--- config.mk ---
export PLATFORM = sky130hd
export DESIGN_NAME = data_mem_arbiter
export DESIGN_NICKNAME = d
export VERILOG_FILES = /design/src/rtl/data_mem_arb_pkg.sv /design/src/rtl/mem_rr_picker.sv /design/src/rtl/data_mem_arbiter.sv
export SDC_FILE = /design/constraint.sdc
export NUM_CORES = 1
export LEC_CHECK = 0
export BUFFER_PORTS_ARGS = -buffer_cell sky130_fd_sc_hd__buf_2
export CORE_ASPECT_RATIO = 1.5
export CORE_MARGIN = 10
export CORE_UTILIZATION = 41
export DETAILED_ROUTE_END_ITERATION = 10
export PLACE_DENSITY = 0.76
export SYNTH_ARGS = -nofsm -noshare
export SYNTH_HDL_FRONTEND = slang
export SYNTH_HIERARCHICAL = 1
export SYNTH_SLANG_ARGS = --single-unit
export TNS_END_PERCENT = 10
--- constraint.sdc ---
create_clock -name K_clk -period 1.6 [get_ports K_clk]
set_input_delay 0.08 -clock K_clk [delete_from_list [all_inputs] [get_ports K_clk]]
set_output_delay 0.08 -clock K_clk [all_outputs]
set_load 0.005 [all_outputs]
--- src/rtl/data_mem_arb_pkg.sv ---
// Shared types and constants for the data memory arbiter: FSM states,
// requester ids and the access counter width.
package data_mem_arb_pkg;

  typedef enum logic [1:0] {
    ST_IDLE,
    ST_ACCESS,
    ST_DONE
  } arb_state_t;

  localparam logic REQ_CPU = 1'b0;
  localparam logic REQ_DBG = 1'b1;

  localparam int CNT_W = 4;

endpackage

--- src/rtl/mem_rr_picker.sv ---
// Combinational two-way round-robin selector: a lone request wins outright,
// a tie goes to the requester that was not granted last.
module mem_rr_picker (
  input  logic req0,
  input  logic req1,
  input  logic last,
  output logic gnt_valid,
  output logic gnt_id
);

  assign gnt_valid = req0 | req1;
  assign gnt_id    = (req0 && req1) ? ~last : req1;

endmodule

--- src/rtl/data_mem_arbiter.sv ---
// Two-requester arbiter and access sequencer for the shared data memory:
// grants one request, holds the memory port for ACCESS_CYCLES, then pulses ready.
import data_mem_arb_pkg::*;

module data_mem_arbiter #(
  parameter int ACCESS_CYCLES = 2,
  parameter int MEM_DEPTH     = 256,
  parameter int DATA_W        = 32
) (
  input  logic              K_clk,
  input  logic              K_reset,
  input  logic              K_req0,
  input  logic              K_req1,
  input  logic              K_we0,
  input  logic              K_we1,
  input  logic [DATA_W-1:0] K_addr0,
  input  logic [DATA_W-1:0] K_addr1,
  input  logic [DATA_W-1:0] K_wdata0,
  input  logic [DATA_W-1:0] K_wdata1,
  output logic              K_ready0,
  output logic              K_ready1,
  output logic [DATA_W-1:0] K_rdata0,
  output logic [DATA_W-1:0] K_rdata1,
  output logic              K_err,
  output logic              K_busy,
  output logic [DATA_W-1:0] K_mem_addr,
  output logic [DATA_W-1:0] K_mem_write_data,
  output logic              K_MemWrite,
  input  logic [DATA_W-1:0] K_mem_read_data
);

  localparam logic [CNT_W-1:0]  CNT_LOAD  = CNT_W'(ACCESS_CYCLES - 1);
  localparam logic [CNT_W-1:0]  CNT_ONE   = CNT_W'(1);
  localparam logic [DATA_W-1:0] DEPTH_LIM = DATA_W'(MEM_DEPTH);

  arb_state_t        state, state_next;
  logic [CNT_W-1:0]  cnt;
  logic              last;
  logic              win_id;
  logic              win_we;
  logic              oor;
  logic              gnt_valid;
  logic              gnt_id;
  logic              sel_we;
  logic [DATA_W-1:0] sel_addr;
  logic [DATA_W-1:0] sel_wdata;

  mem_rr_picker u_picker (
    .req0      (K_req0),
    .req1      (K_req1),
    .last      (last),
    .gnt_valid (gnt_valid),
    .gnt_id    (gnt_id)
  );

  assign sel_we    = gnt_id ? K_we1    : K_we0;
  assign sel_addr  = gnt_id ? K_addr1  : K_addr0;
  assign sel_wdata = gnt_id ? K_wdata1 : K_wdata0;

  always_ff @(posedge K_clk) begin
    if (K_reset) state <= ST_IDLE;
    else         state <= state_next;
  end

  always_comb begin
    state_next = state;
    case (state)
      ST_IDLE:   if (gnt_valid) state_next = ST_ACCESS;
      ST_ACCESS: if (cnt == '0) state_next = ST_DONE;
      ST_DONE:   state_next = ST_IDLE;
      default:   state_next = ST_IDLE;
    endcase
  end

  // The memory port registers double as the latched address/write data, so
  // they naturally hold their last values once the access is over.
  always_ff @(posedge K_clk) begin
    if (K_reset) begin
      cnt              <= '0;
      last             <= REQ_DBG;
      win_id           <= REQ_CPU;
      win_we           <= 1'b0;
      oor              <= 1'b0;
      K_mem_addr       <= '0;
      K_mem_write_data <= '0;
      K_rdata0         <= '0;
      K_rdata1         <= '0;
    end else begin
      case (state)
        ST_IDLE: begin
          if (gnt_valid) begin
            win_id           <= gnt_id;
            win_we           <= sel_we;
            oor              <= (sel_addr >= DEPTH_LIM);
            K_mem_addr       <= sel_addr;
            K_mem_write_data <= sel_wdata;
            cnt              <= CNT_LOAD;
            last             <= gnt_id;
          end
        end
        ST_ACCESS: begin
          if (cnt != '0) begin
            cnt <= cnt - CNT_ONE;
          end else if (!win_we) begin
            if (win_id == REQ_CPU) K_rdata0 <= oor ? '0 : K_mem_read_data;
            else                   K_rdata1 <= oor ? '0 : K_mem_read_data;
          end
        end
        default: ;
      endcase
    end
  end

  assign K_busy     = (state != ST_IDLE);
  assign K_MemWrite = (state == ST_ACCESS) && win_we && !oor;
  assign K_ready0   = (state == ST_DONE) && (win_id == REQ_CPU);
  assign K_ready1   = (state == ST_DONE) && (win_id == REQ_DBG);
  assign K_err      = (state == ST_DONE) && oor;

endmodule

==> qor.yml, run 1 <==
logic_synthesis:
  yosysWarnings: 6
  synth_top_cell_by_area: "dfxtp_1"
  yosys.cell_count.top_type: "dfxtp_1"
  synth_seq_area_share_pct: 46.54
  synth_enable_flop_cells: 0
  netlist_instances: 679
  synth_area_leaders: "dfxtp_1 47%, mux2i_1 11%, a211oi_1 8.5%"
  syn_avg_cell_area_sq_um: 8.742
  postSynthNetCount: 847
  ys.flop_type: "dfxtp_1"
  synth_common_cells: "138 x dfxtp_1, 122 x nand2_1, 74 x nor2_1"
  ys_types: 34
  synthesis.area_sq_mm: 0.005936
  async_flop_share_pct: 0
  synth_top_area_share_pct: 46.54
  ys_ff_latch: 138
run:
  drv_cap: 0
setup_path:
  crit_fanout: 16
  path_class: "register to register"
  r2r_start: "cnt[0]"
  crit_start: "cnt[0]"
  worstRegToRegCells: 8
  critPathCapture: "K_rdata0[7]"
  required_ps: 1940
  crit_slowest_cell: "or3b_4"
  arrival_ps: 2000
  startpoint_type: "register"
  max_stage_delay_ps: 390
  r2r_end: "K_rdata0[7]"
  path_cells: "inv_2, ha_4, or3b_4, nor4_4, buf_6, clkbuf_16, nand2_1, a21oi_1"
  end_kind: "register"
  regToRegSetupSlack_ps: -70
finish:
  fin_cells: 1188
  area_growth_pct: 46.63
  drive_gt1_share_pct: 42.57
  nets: 1152
  diodes: 0
placement:
  place_inst: 1137
  place.port_buffers: 298
  place_hpwl_um: 15030
  place_congestion: 0.8189
power:
  power_density_mw_per_mm2: 1153
  ir_drop_mv: 0.8581
  total_power_mw: 10.04
  cellLeakagePower_nw: 3.996
clocking:
  root_buffer: "clkbuf_16"
  clkSinkCount: 138
  h-tree-depth: 4
  clock_latency_ps: 410
  cts_buffer_depth: 2
  cts_buffers: 17
  path_clk_slew_ps: 60
  cts_tree: "yes"
die:
  dieHeight_um: 167.4
  coreArea_sq_mm: 0.01412
  initial_core_util_pct: 42.02
  pin_count: 299
  die_area_sq_mm: 0.01979
  rows: 53
  dieWidth_um: 118.2
global_routing:
  use_met2_pct: 34.57
  antenna_found_initial: 0
  grt-ovfl-total: 0
  grt_pass1_vias: 6174
  grt_util_met1_pct: 19.84
  use_met3_pct: 7.775
  grt_most_used_layer: "met2"
  grt_pass1_wl_um: 31570
  gr-usage-all-layers_pct: 19.49
  grt_max_degree: 74
timing:
  max_slew_margin_pct: 66.18
  clock_skew_ps: 12.16
  finalHoldViolCount: 0
  fin_crit_sh_pct: 104.1
  fin_ws_ps: -65.32
  worst_slew_pin_slew_ps: 507.3
  slew_violations: 0
  setup_violations: 33
  period_minus_slack_ps: 1665
  max_clock_freq_ghz: 0.6005
  rsz0062_at_grt: "true"
routing:
  drtIter0Drc: 315
  routed_wl_um: 20730
  vias_per_cell: 5.059
  vias: 6010
  drcViolationCount: 0
  dr.pass1.iters: 5
  wire_per_inst_um: 17.45
  detail-route-antenna-nets: 0
outcome:
  status: "finished, violations left"
  violations: "negative setup slack"
hold_path:
  holdCritPathClass: "primary input to register"
-- routing by layer --
metal  share of wire (%)  wire [um]  vias up
met1                  37       7592     2749
met4                 2.6        535        0
met2                  52      10740      264
met5                   0          0        -
met3                 9.0       1862       35
li1                    -          -     2962
-- registers in the layout, summed over array words and instances, names as in the netlist --
register / cells
K_mem_addr: 32
K_mem_write_data: 32
K_rdata0: 32
K_rdata1: 32
cnt: 4
last: 1
oor: 1
state: 2
win_id: 1
win_we: 1
-- cells in the final DEF, fill, tap and decap left out, drive strengths merged, types with 2 or more instances in the layout --
| cell | netlist | routed |
|---|---|---|
| nor3b | 4 | 4 |
| mux2i | 65 | 65 |
| nor2 | 74 | 74 |
| dlygate4sd3 | 0 | 15 |
| buf | 30 | 322 |
| a21boi | 1 | 2 |
| bufinv | 0 | 3 |
| inv | 3 | 6 |
| clkbuf | 24 | 20 |
| and3b | 2 | 2 |
| nor4b | 2 | 2 |
| dfxtp | 138 | 138 |
| or3b | 2 | 2 |
| nor4 | 7 | 7 |
| a21oi | 67 | 67 |
| xor2 | 2 | 2 |
| nand4 | 2 | 2 |
| and2b | 10 | 10 |
| nand2 | 132 | 132 |
| or2 | 2 | 2 |
| nor2b | 23 | 23 |
| nor3 | 10 | 10 |
| clkinvlp | 0 | 2 |
| a211oi | 67 | 67 |
| nand3 | 5 | 5 |
| ha | 2 | 2 |
| clkinv | 0 | 5 |
-- where the power goes --
group / internal (mW) / leakage (nW) / switching, mW
clock network: 2.46 / 0.287 / 1.54
logic: 0.969 / 2.58 / 1.14
registers: 3.76 / 1.13 / 0.171
-- worst min path at each step --
stage,startpoint,to,slack [ps],cells after the start
4_1_cts,K_wdata1[5],K_mem_write_data[5],0.3,3
2_1_floorplan,K_addr0[4],K_mem_addr[4],310,2
3_3_place_gp,K_reset,win_id,300,2
5_1_grt,K_wdata0[17],K_mem_write_data[17],20,3
3_5_place_dp,K_reset,win_id,300,2
6_report,K_wdata1[31],K_mem_write_data[31],10,3
-- critical path: cells and delay by family (launching register included) --
family                     cells  cell delay [ps]
AOI/OAI and AO/OA              1              110
adders and majority gates      1              130
buffers and inverters          3              430
DFF                            1              320
and+or+nand+nor                3              610
-- logic make-up (layout without fill, tap and decap cells) --
kind of cell,after synthesis,count (layout),share of synthesized area (%)
AO/OA/AOI/OAI,136,137,15.03
XOR/XNOR,2,2,0.2952
adder cells (fa/ha/maj),2,2,0.4215
buffers and inverters,57,373,4.975
flip-flops,138,138,46.54
multiplexers,66,66,11.15
AND/OR/NAND/NOR,278,278,21.59
-- per-stage QoR --
step,setup TNS [ps],hold WS [ps],setup WS (ps),instance area (sq um),util (%)
2_1_floorplan,-186.4,313.7,-19.31,5936,-
3_3_place_gp,-82.44,298.2,-55.67,7682,54.39
3_5_place_dp,-1918,303.2,-86.81,7682,54.39
4_1_cts,-838.2,0.3319,-67.71,8453,59.85
5_1_grt,-4150,23.35,-123.2,8703,61.62
6_report,-1261,13.86,-65.32,8703,61.62
-- what timing repair did --
item,in CTS,in global routing
pin swaps,1,7
endpoints found under the setup margin,84,123
gates cloned,1,2
endpoints found under the hold margin,14,0
resized for setup,5,49
setup buffers,0,2
hold buffers,15,0
-- final cells by class --
class / instances / area (sq um)
multi-input combinational: 485 / 3092
clock buffer: 18 / 429.2
clock inverter: 13 / 167.7
timing repair buffer: 339 / 1994
tap: 192 / 240.2
fill: 1261 / 5421
sequential: 138 / 2769
inverter: 3 / 11.26
Power figures use the tool's default switching activity.
==> run 2: changes to the inputs <==
--- a/config.mk
+++ b/config.mk
@@ -8,9 +8,9 @@
 export BUFFER_PORTS_ARGS = -buffer_cell sky130_fd_sc_hd__buf_2
 export CORE_ASPECT_RATIO = 1.5
 export CORE_MARGIN = 10
-export CORE_UTILIZATION = 41
+export CORE_UTILIZATION = 35
 export DETAILED_ROUTE_END_ITERATION = 10
-export PLACE_DENSITY = 0.76
+export PLACE_DENSITY = 0.66
 export SYNTH_ARGS = -nofsm -noshare
 export SYNTH_HDL_FRONTEND = slang
 export SYNTH_HIERARCHICAL = 1
==> qor.yml, run 2 (synthesis results as in run 1) <==
placement:
  place.port_buffers: 298
  place_hpwl_um: 15270
  place_congestion: 0.8240
  dpl_cell_area_sq_mm: 0.007777
die:
  coreArea_sq_mm: 0.01669
  pin_count: 299
  die_area_sq_mm: 0.02268
  dieWidth_um: 126.3
  initial_core_util_pct: 35.56
  rows: 58
  dieHeight_um: 179.5
routing:
  drtIter0Drc: 256
  drcViolationCount: 0
  vias_per_cell: 4.794
  dr.pass1.iters: 4
  routed_wl_um: 20610
  detail-route-antenna-nets: 0
  vias: 5858
  wire_per_inst_um: 16.87
timing:
  setup_violations: 32
  fin_crit_sh_pct: 103.4
  period_minus_slack_ps: 1655
  max_clock_freq_ghz: 0.6044
  max_slew_margin_pct: 65.77
  clock_skew_ps: 10.00
  fin_ws_ps: -54.64
  rsz0062_at_grt: "true"
  slew_violations: 0
  worst_slew_pin_slew_ps: 513.5
  finalHoldViolCount: 0
setup_path:
  startpoint_type: "register"
  path_class: "register to register"
  crit_fanout: 32
  arrival_ps: 1980
  regToRegSetupSlack_ps: -50
  required_ps: 1930
  end_kind: "register"
power:
  total_power_mw: 9.969
  cellLeakagePower_nw: 3.955
  ir_drop_mv: 0.6814
  power_density_mw_per_mm2: 1144
finish:
  nets: 1165
  fillers: 1604
  design_area_sq_mm: 0.008712
  area_growth_pct: 46.77
  layout_commonest_cell: "buf_2"
  drive_gt1_share_pct: 39.50
  layout_common_cells: "297 x buf_2, 137 x dfxtp_1, 122 x nand2_1"
  final_util_pct: 52.20
clocking:
  clock_latency_ps: 410
  cts_tree: "yes"
  cts_buffers: 17
  clkSinkCount: 138
  h-tree-depth: 4
  path_clk_slew_ps: 60
  root_buffer: "clkbuf_16"
  cts_buffer_depth: 2
outcome:
  status: "finished, violations left"
  violations: "negative setup slack"
run:
  drv_cap: 0
global_routing:
  gr-usage-all-layers_pct: 17.15
  antenna_found_initial: 3
  grt_pass1_vias: 5966
  grt_pass1_wl_um: 31910
  grt-ovfl-total: 0
  grt_max_degree: 97
hold_path:
  holdCritPathClass: "primary input to register"
-- run 2: timing repair --
action / 4_1_cts / 5_1_grt
pin swaps: 0 / 1
buffers inserted: 0 / 0
gates cloned: 0 / 1
resized for setup: 1 / 17
hold endpoints to repair: 15 / 0
setup endpoints to repair: 49 / 107
hold buffers: 24 / 0
-- run 2: area by class of cell --
type	count	area (sq um)	area share (%)
Multi-Input combinational cell	484	2947	33.82
Sequential cell	138	2764	31.72
Timing Repair Buffer	353	2117	24.30
Clock buffer	22	464.2	5.328
Tap cell	210	262.8	3.016
Clock inverter	10	141.4	1.623
Inverter	3	11.26	0.1293
Antenna cell	2	5.005	0.05745
-- run 2: power by group --
| group | switching [mW] | leakage (nW) | internal (mW) |
|---|---|---|---|
| combinational | 1.06 | 2.53 | 0.965 |
| clock | 1.48 | 0.291 | 2.54 |
| sequential | 0.165 | 1.13 | 3.75 |
| total | 2.71 | 3.96 | 7.26 |
-- run 2: through the flow --
step / setup slack, ps / TNS, ps / std cells / hold slack, ps
after detailed placement: -42.04 / -1155 / 1163 / 427.9
final: -54.64 / -1079 / 1222 / 18.05
after CTS: -56.16 / -1162 / 1219 / 0.3320
after global routing: -119.0 / -3352 / 1222 / 1.872
after floorplan: -19.31 / -186.4 / 679 / 313.7
after global placement: -6.214 / -30.88 / 1163 / 418.1
-- run 2: worst paths after layout --
kind | end | start | cells after the start
max | K_rdata0[24] | cnt[0] | 7
min | K_mem_write_data[12] | K_wdata0[12] | 3
max reg2reg | K_rdata0[24] | cnt[0] | 7
min reg2reg | K_rdata0[17] | K_rdata0[17] | 2
-- run 2: layer usage --
metal / track usage, % / vias up / part of all wire, %
li1: - / 2985 / -
met1: 17.31 / 2638 / 37
met2: 30.21 / 216 / 52
met3: 8.068 / 17 / 9.5
met4: 5.665 / 2 / 1.3
met5: 0 / - / 0.063
-- run 2: worst max-delay path, cell delays in order (launching register included) --
cell,delay (ps)
dfxtp_2,320
inv_2,50
ha_1,160
or3b_4,400
nor4_4,200
buf_12,250
nand2_1,80
a21oi_1,110
==> run 3: changes to the inputs <==
--- a/config.mk
+++ b/config.mk
@@ -7,7 +7,7 @@
 export LEC_CHECK = 0
 export BUFFER_PORTS_ARGS = -buffer_cell sky130_fd_sc_hd__buf_2
 export CORE_ASPECT_RATIO = 1.5
-export CORE_MARGIN = 10
+export CORE_MARGIN = 8
 export CORE_UTILIZATION = 35
 export DETAILED_ROUTE_END_ITERATION = 10
 export PLACE_DENSITY = 0.66
==> qor.yml, run 3 (synthesis results as in run 1) <==
timing:
  max_clock_freq_ghz: 0.6041
  max_slew_margin_pct: 72.18
  fin_crit_sh_pct: 103.5
  rsz0062_at_grt: "true"
  period_minus_slack_ps: 1655
  clock_skew_ps: 11.51
  finalHoldViolCount: 0
  setup_violations: 22
  worst_slew_pin_slew_ps: 414.2
  slew_violations: 0
  fin_ws_ps: -55.31
setup_path:
  required_ps: 1940
  startpoint_type: "register"
  cp_top_family: "simple AND/OR/NAND/NOR gates"
  critPathBufInv: 3
  end_kind: "register"
  path_class: "register to register"
  crit_fanout: 16
  max_stage_delay_ps: 390
  arrival_ps: 1990
  path_cells: "inv_2, ha_4, or3b_4, nor4_4, buf_6, clkbuf_16, nand2_1, a21oi_1"
  crit_slowest_cell: "or3b_4"
placement:
  place_congestion: 0.8048
  place.port_buffers: 298
  dp_slack_ps: -41.20
  place_hpwl_um: 14820
  place_inst: 1163
  dpl_cell_area_sq_mm: 0.007828
die:
  initial_core_util_pct: 35.56
  pin_count: 299
  rows: 58
  dieWidth_um: 122.3
  coreArea_sq_mm: 0.01669
  dieHeight_um: 175.5
  die_area_sq_mm: 0.02147
global_routing:
  grt_pass1_wl_um: 30700
  grt_pass1_vias: 6061
  antenna_found_initial: 0
  grt-ovfl-total: 0
  grt_max_degree: 55
  gr-usage-all-layers_pct: 17.96
routing:
  dr.pass1.iters: 4
  drcViolationCount: 0
  detail-route-antenna-nets: 0
  drtIter0Drc: 276
  vias_per_cell: 4.830
  routed_wl_um: 20270
  wire_per_inst_um: 16.51
  vias: 5931
finish:
  regArea_sq_mm: 0.002769
  area_growth_pct: 50.13
  fillers: 1594
  multi_input_area_sq_mm: 0.002970
  layout_commonest_cell: "buf_2"
  design_area_sq_mm: 0.008911
  fin_cells: 1228
  layout_common_cells: "297 x buf_2, 133 x dfxtp_1, 119 x nand2_1"
  nets: 1174
  drive_gt1_share_pct: 39.88
  diodes: 0
clocking:
  cts_tree: "yes"
  cts_buffer_depth: 2
  clkSinkCount: 138
  h-tree-depth: 4
  root_buffer: "clkbuf_16"
  path_clk_slew_ps: 60
  clock_latency_ps: 410
  cts_buffers: 17
power:
  internal_power_mw: 7.512
  p_clk_share_pct: 40.7
  power_frac_seq_pct: 38.3
  ir_drop_mv: 0.6714
  p_switching_mw: 2.771
  cellLeakagePower_nw: 4.070
  p_comb_share_pct: 21.0
  power_density_mw_per_mm2: 1154
  netSwitchingFraction_pct: 26.95
  total_power_mw: 10.28
run:
  drv_cap: 0
outcome:
  violations: "negative setup slack"
  status: "finished, violations left"
hold_path:
  holdCritPathClass: "primary input to register"
## run 3: changes by cell type in the layout (fill, tap and decap cells not counted), moves of 3 or more
cell           change
dlygate4sd3_1      +6
nand2_1            -3
a21oi_2            -3
nand2_4            +3
buf_12             +3
dfxtp_2            +4
a21oi_1            +3
dfxtp_1            -4
## run 3: final timing paths
path                start              endpoint  depth (start not counted)  slack (ps)
max                cnt[0]          K_rdata0[19]                          8         -60
min          K_wdata0[20]  K_mem_write_data[20]                          3          20
max reg2reg        cnt[0]          K_rdata0[19]                          8         -60
min reg2reg  K_rdata0[12]          K_rdata0[12]                          2         450
## run 3: cell type report
type | count | area share, %
clock buffers | 21 | 5.167
inverters | 3 | 0.1264
flip-flops and latches | 138 | 31.07
repair buffers | 362 | 25.48
well taps | 210 | 2.949
multi-input cells | 484 | 33.33
clock inverters | 10 | 1.867
## run 3: worst register-to-register path, delay by kind of cell, from the launching register on
family                   cells  cell delay [ps]
AO/OA/AOI/OAI                1              110
AND/OR/NAND/NOR              3              610
adder cells (fa/ha/maj)      1              120
flip-flops                   1              320
buffers and inverters        3              430
## run 3: repair_timing
| action | in CTS | in global routing |
|---|---|---|
| setup endpoints to repair | 32 | 93 |
| hold buffers | 30 | 0 |
| gates resized for setup | 2 | 23 |
| endpoints found under the hold margin | 22 | 0 |
| gates cloned | 0 | 2 |
| pin swaps | 0 | 3 |
| buffers inserted | 0 | 2 |
## run 3: per-stage QoR
| step | util, % | hold slack, ps | TNS, ps |
|---|---|---|---|
| 2_1_floorplan | - | 313.7 | -186.4 |
| 3_3_place_gp | 46.90 | 417.0 | 0 |
| 3_5_place_dp | 46.90 | 427.1 | -676.1 |
| 4_1_cts | 52.47 | 0.1037 | -671.9 |
| 5_1_grt | 53.39 | 15.76 | -3377 |
| 6_report | 53.39 | 23.23 | -705.7 |
## run 3: per-layer routing
layer  global-route usage (%)  vias up  routed length, um
met5                        0        -                  0
met4                    6.221        0                378
met3                    6.975       23               1689
met2                    32.30      222              10600
met1                    18.30     2698               7598
li1                         -     2988                  -
## run 3: power groups by stage
stage | registers [mW] | clock network [mW] | logic, mW
6_report | 3.94 | 4.19 | 2.16
5_1_grt | 3.98 | 4.45 | 2.37
4_1_cts | 3.93 | 4.29 | 2.09
3_5_place_dp | 4.00 | 0 | 2.02
3_3_place_gp | 4.00 | 0 | 2.00
2_1_floorplan | 4.01 | 0 | 1.06
